==> config.mk <==
export PLATFORM = sky130hd
export DESIGN_NAME = instr_mem_loader
export DESIGN_NICKNAME = d
export VERILOG_FILES = /design/src/rtl/instr_mem_loader.sv
export SDC_FILE = /design/constraint.sdc
export NUM_CORES = 1
export LEC_CHECK = 0
export CAP_MARGIN = 30
export CORE_MARGIN = 10
export CORE_UTILIZATION = 43
export DETAILED_ROUTE_END_ITERATION = 8
export PLACE_DENSITY_LB_ADDON = 0.1
export SETUP_SLACK_MARGIN = 0.3
export SYNTH_ARGS = -nofsm -noshare
export SYNTH_HDL_FRONTEND = slang
export SYNTH_SLANG_ARGS = --single-unit
==> constraint.sdc <==
create_clock -name clk_i -period 5.2 [get_ports clk_i]
set_clock_uncertainty 0.15 [all_clocks]
set_input_delay 1.04 -clock clk_i [delete_from_list [all_inputs] [get_ports clk_i]]
set_output_delay 1.04 -clock clk_i [all_outputs]
set_load 0.05 [all_outputs]
==> src/rtl/instr_mem_loader.sv <==
// instr_mem_loader
// Writes a stream of 32-bit instruction words into the CPU instruction memory,
// starting at byte address 0. A zero word terminates the program and is itself
// written. The CPU is held in reset until the image is complete.
//
// Handshake: a word transfers on a rising edge where in_valid_i and in_ready_o
// are both high. The sender holds in_data_i stable until that edge and may
// drop in_valid_i without a transfer. in_ready_o is registered and is high
// only while loading, so a transfer can never occur outside LOAD.
//
// state_o exposes the FSM state (IDLE=0, LOAD=1, DONE=2) for debug.

module instr_mem_loader #(
    parameter int MEM_DEPTH = 32,
    parameter int CNT_W     = 6
) (
    input  logic             clk_i,
    input  logic             rst_n,
    input  logic             start_i,
    input  logic             in_valid_i,
    input  logic [31:0]      in_data_i,
    output logic             in_ready_o,
    output logic             mem_we_o,
    output logic [31:0]      mem_addr_o,
    output logic [31:0]      mem_data_o,
    output logic             cpu_rst_n_o,
    output logic             busy_o,
    output logic             done_o,
    output logic             overflow_o,
    output logic [CNT_W-1:0] word_count_o,
    output logic [1:0]       state_o
);

    localparam logic [1:0] S_IDLE = 2'd0;
    localparam logic [1:0] S_LOAD = 2'd1;
    localparam logic [1:0] S_DONE = 2'd2;

    localparam logic [CNT_W-1:0] DEPTH_C = CNT_W'(MEM_DEPTH);
    localparam logic [CNT_W-1:0] ONE_C   = CNT_W'(1);

    logic [1:0]       state;
    logic [1:0]       state_nxt;
    logic             xfer;
    logic             load_start;
    logic             is_term;
    logic             fills_mem;
    logic [CNT_W-1:0] count_inc;

    assign state_o = state;

    // Decode the transfer, the start of a new load and the end-of-image cases
    always_comb begin
        xfer       = 1'b0;
        load_start = 1'b0;
        is_term    = 1'b0;
        fills_mem  = 1'b0;
        count_inc  = word_count_o + ONE_C;

        // in_ready_o is only ever high in LOAD, but gate on state as well so
        // a stray ready can never produce a write elsewhere.
        if (state == S_LOAD) begin
            xfer = in_valid_i & in_ready_o;
        end

        if ((state == S_IDLE) || (state == S_DONE)) begin
            load_start = start_i;
        end

        if (xfer) begin
            is_term   = (in_data_i == 32'd0);
            fills_mem = (count_inc == DEPTH_C);
        end
    end

    // Next-state selection: a terminator or the last free slot ends the load
    always_comb begin
        state_nxt = state;
        case (state)
            S_IDLE: begin
                if (load_start) begin
                    state_nxt = S_LOAD;
                end
            end
            S_LOAD: begin
                if (is_term || fills_mem) begin
                    state_nxt = S_DONE;
                end
            end
            S_DONE: begin
                if (load_start) begin
                    state_nxt = S_LOAD;
                end
            end
            default: begin
                state_nxt = S_IDLE;
            end
        endcase
    end

    // State register and the status outputs decoded from the next state
    always_ff @(posedge clk_i) begin
        if (!rst_n) begin
            state       <= S_IDLE;
            in_ready_o  <= 1'b0;
            busy_o      <= 1'b0;
            done_o      <= 1'b0;
            cpu_rst_n_o <= 1'b0;
        end else begin
            state       <= state_nxt;
            in_ready_o  <= (state_nxt == S_LOAD);
            busy_o      <= (state_nxt == S_LOAD);
            done_o      <= (state_nxt == S_DONE);
            cpu_rst_n_o <= (state_nxt == S_DONE);
        end
    end

    // Memory write port: one write pulse in the cycle after each transfer
    always_ff @(posedge clk_i) begin
        if (!rst_n) begin
            mem_we_o   <= 1'b0;
            mem_addr_o <= 32'd0;
            mem_data_o <= 32'd0;
        end else begin
            mem_we_o <= xfer;
            if (xfer) begin
                mem_addr_o <= {{(30-CNT_W){1'b0}}, word_count_o, 2'b00};
                mem_data_o <= in_data_i;
            end
        end
    end

    // Word counter and overflow flag: cleared on start, held in DONE
    always_ff @(posedge clk_i) begin
        if (!rst_n) begin
            word_count_o <= '0;
            overflow_o   <= 1'b0;
        end else if (load_start) begin
            word_count_o <= '0;
            overflow_o   <= 1'b0;
        end else if (xfer) begin
            // The FSM leaves LOAD once MEM_DEPTH words are written; the
            // saturation guard keeps the count bounded regardless.
            if (word_count_o != DEPTH_C) begin
                word_count_o <= count_inc;
            end
            // A terminator landing in the last slot is a complete image.
            overflow_o <= fills_mem & ~is_term;
        end
    end

endmodule

==> flow_summary.toml <==
[status]
outcome = "complete, no violations"

[final_layout]
fin_cells = 419
n_fill_cell = 500
num_antenna_cells = 0
final_cell_mix = "clkdlybuf4s50_1, nand2_1, dfxtp_1, a21boi_0, conb_1"
seqCellArea_sq_um = 1001
drive_gt1_share_pct = 4.011
syn_to_final_growth_pct = 37.52
fin_nets = 388
multiInputGateArea_sq_um = 1092
final_common_cell = "clkdlybuf4s50_1"

[yosys]
yosys.area_share.simple_pct = 22.13
ys_ff_latch = 50
avgSynthCellArea_sq_um = 8.491
yosysSeqAreaShare_pct = 43.50
synth.area.mux_share_pct = 0.4350
synth_compound_area_share_pct = 16.37
synth_fa_ha_area_share_pct = 1.631
synth-warning-count = 0
synth-xor-area-share_pct = 2.664
synth.distinct_cells = 38
syn_area_sq_um = 2301
synth_top_family_by_area = "simple AND/OR/NAND/NOR gates"
synthCells = 271

[drt]
dr.first_iter.drc_count = 96
routed_via_density = 4.764
antenna_left = 0
avgRoutedWirePerCell_um = 14.63
vias = 1996
routed_wl_mm = 6.130
drc = 0
drtPass1Iterations = 4

[global_routing]
grt_overflow = 0
grt_usage_pct = 13.59
grt_pass1_vias = 1945
grt_first_pass_wirelength_mm = 9.715
grt_start_max_net_pins = 28
antenna_found_initial = 0

[die]
core_sq_um = 5140
rows = 26
dieArea_sq_um = 8677
die_height_um = 93.15
die_w_um = 93.15
io_pins = 114
start_util_pct = 44.77

[power_and_ir_drop]
power.internal_mw = 0.5315
p_seq_share_pct = 51.8
p_comb_share_pct = 20.2
p_clk_share_pct = 28.0
switching_share_pct = 30.67
p_switching_mw = 0.2351
p_leak_nw = 1.089
max-vdd-ir-drop_mv = 0.1477
finalPower_mw = 0.7665
powerDensity_nw_per_um2 = 242.2

[critical_path]
rr_endpoint = "word_count_o[1]"
cp_slowest_cell = "clkdlybuf4s50_1"
crit_chain = "clkdlybuf4s50_1"
cp_max_fo = 9
cpLargestDelayFamily = "buffers and inverters"
critPathLaunchType = "flop"
rr_startpoint = "state_o[0]"
cp_num_cells = 1
reg2reg_depth = 4
cpPeakStageDelay_ns = 0.88
worstPathArrival_ns = 1.72
rrSetupSlack_ns = 3.13
worstPathRequired_ns = 4.01
path_class = "flop to primary output"
critPathBufInv = 1
end_kind = "primary output"

[clock_tree]
ctsHoldBuffers = 0
clock-sinks = 50
clkTransAtPathRegs_ns = 0.09
numCtsBuffers = 5
postCtsSetupBuffers = 0
h-tree-depth = 2
clockBufferDepth = 2
cts_root_buffer = "clkbuf_8"
tritoncts = "done"
clk-insertion-delay-late_ns = 0.30
ctsResizeCount = 0

[timing]
slew-limit-headroom_pct = 44.52
layout_setup_ws_ns = 2.288
max_freq_mhz = 343.4
tns_ns = 0
timing.hold.ws_ns = 0.3142
min_period_over_period_pct = 56.00
maxSlewViolCount = 0
worst_pin_slew_ns = 0.8296
period_minus_slack_ns = 2.912
final-setup-viol-count = 0
rsz0062_at_grt = "false"
finalHoldViolations = 0

[worst_hold_path]
hold_path_depth = 2
hold_class = "flop to flop"
hp-start = "mem_data_o[24]"
min_to = "mem_data_o[24]"

[run]
maxCapViolCount = 0

[place]
io_buffers = 87
pre_cts_slack_ns = 2.083
place_congestion = 0.7207
dp_cells = 412
place_hpwl_mm = 4.699
## synth_stat cells (all sizes together)
master | count | share of area [%]
buf | 36 | 11
a21boi | 38 | 12
nand4 | 4 | 1.1
a211oi | 1 | 0.33
nand3 | 3 | 0.87
nor3 | 3 | 0.65
o21a | 1 | 0.33
or3 | 1 | 0.27
o2111a | 1 | 0.54
and2 | 1 | 0.27
and3 | 1 | 0.27
xor2 | 3 | 1.1
nor2 | 6 | 0.98
and4b | 1 | 0.44
nand3b | 2 | 0.65
nor4b | 1 | 0.38
nand2 | 78 | 13
nand2b | 1 | 0.27
nor4 | 8 | 2.2
a21oi | 2 | 0.44
o31ai | 3 | 0.98
clkbuf | 8 | 1.3
o31a | 2 | 0.76
xnor2 | 4 | 1.5
ha | 3 | 1.6
nand4b | 1 | 0.65
inv | 3 | 0.49
o2111ai | 1 | 0.38
conb | 1 | 0.16
mux2i | 1 | 0.44
o21ai | 1 | 0.22
nor3b | 1 | 0.33
dfxtp | 50 | 44
## layer usage
layer	global-route usage [%]	part of all wire (%)	wire [um]	vias up
met5	0	0	0	-
met4	3.470	0.86	53	0
met3	7.434	12	726	6
met2	20.56	42	2573	79
met1	16.35	45	2776	907
li1	-	-	-	1004
## power by group through the flow
stage / Combinational, mW / Sequential (mW) / Clock (mW)
after floorplan: 0.0866 / 0.435 / 0
after global placement: 0.155 / 0.406 / 0
after detailed placement: 0.154 / 0.406 / 0
after CTS: 0.155 / 0.397 / 0.224
after global routing: 0.164 / 0.399 / 0.239
final: 0.155 / 0.397 / 0.215
## through the flow
stage | util [%] | area (sq um)
5_1_grt | 61.56 | 3164
6_report | 61.56 | 3164
3_3_place_gp | 60.03 | 3085
4_1_cts | 61.56 | 3164
2_1_floorplan | - | 2395
3_5_place_dp | 60.03 | 3085
## worst max-delay path by stage
stage | from | to | slack [ns]
after floorplan | in_valid_i | done_o | 3.01
after global placement | in_valid_i | word_count_o[1] | 2.10
after detailed placement | in_valid_i | word_count_o[1] | 2.08
after CTS | word_count_o[2] | word_count_o[2] | 2.28
after global routing | word_count_o[2] | word_count_o[2] | 2.23
final | word_count_o[2] | word_count_o[2] | 2.29
## layout make-up
| cell class | instances | share of cell area, % |
|---|---|---|
| clock inverter | 2 | 0.3163 |
| timing repair buffer | 90 | 28.23 |
| tap | 70 | 2.768 |
| sequential | 50 | 31.63 |
| inverter | 3 | 0.3559 |
| clock buffer | 5 | 2.175 |
| multi-input combinational | 199 | 34.52 |
## registers in the layout, indices dropped and copies added (netlist names)
name	cells
mem_data_o	32
word_count_o	6
done_o	1
mem_addr_o	6
mem_we_o	1
busy_o	1
state_o	2
overflow_o	1
## kinds of logic (layout without fill, tap and decap cells)
group / count (synthesis) / count (layout)
and+or+nand+nor: 112 / 112
AOI/OAI and AO/OA: 50 / 50
muxes: 1 / 1
adders and majority gates: 3 / 3
DFF: 50 / 50
xor gates and xnor gates: 7 / 7
buffers and inverters: 47 / 100
other: 1 / 26
(Power assumes the default switching activity.)
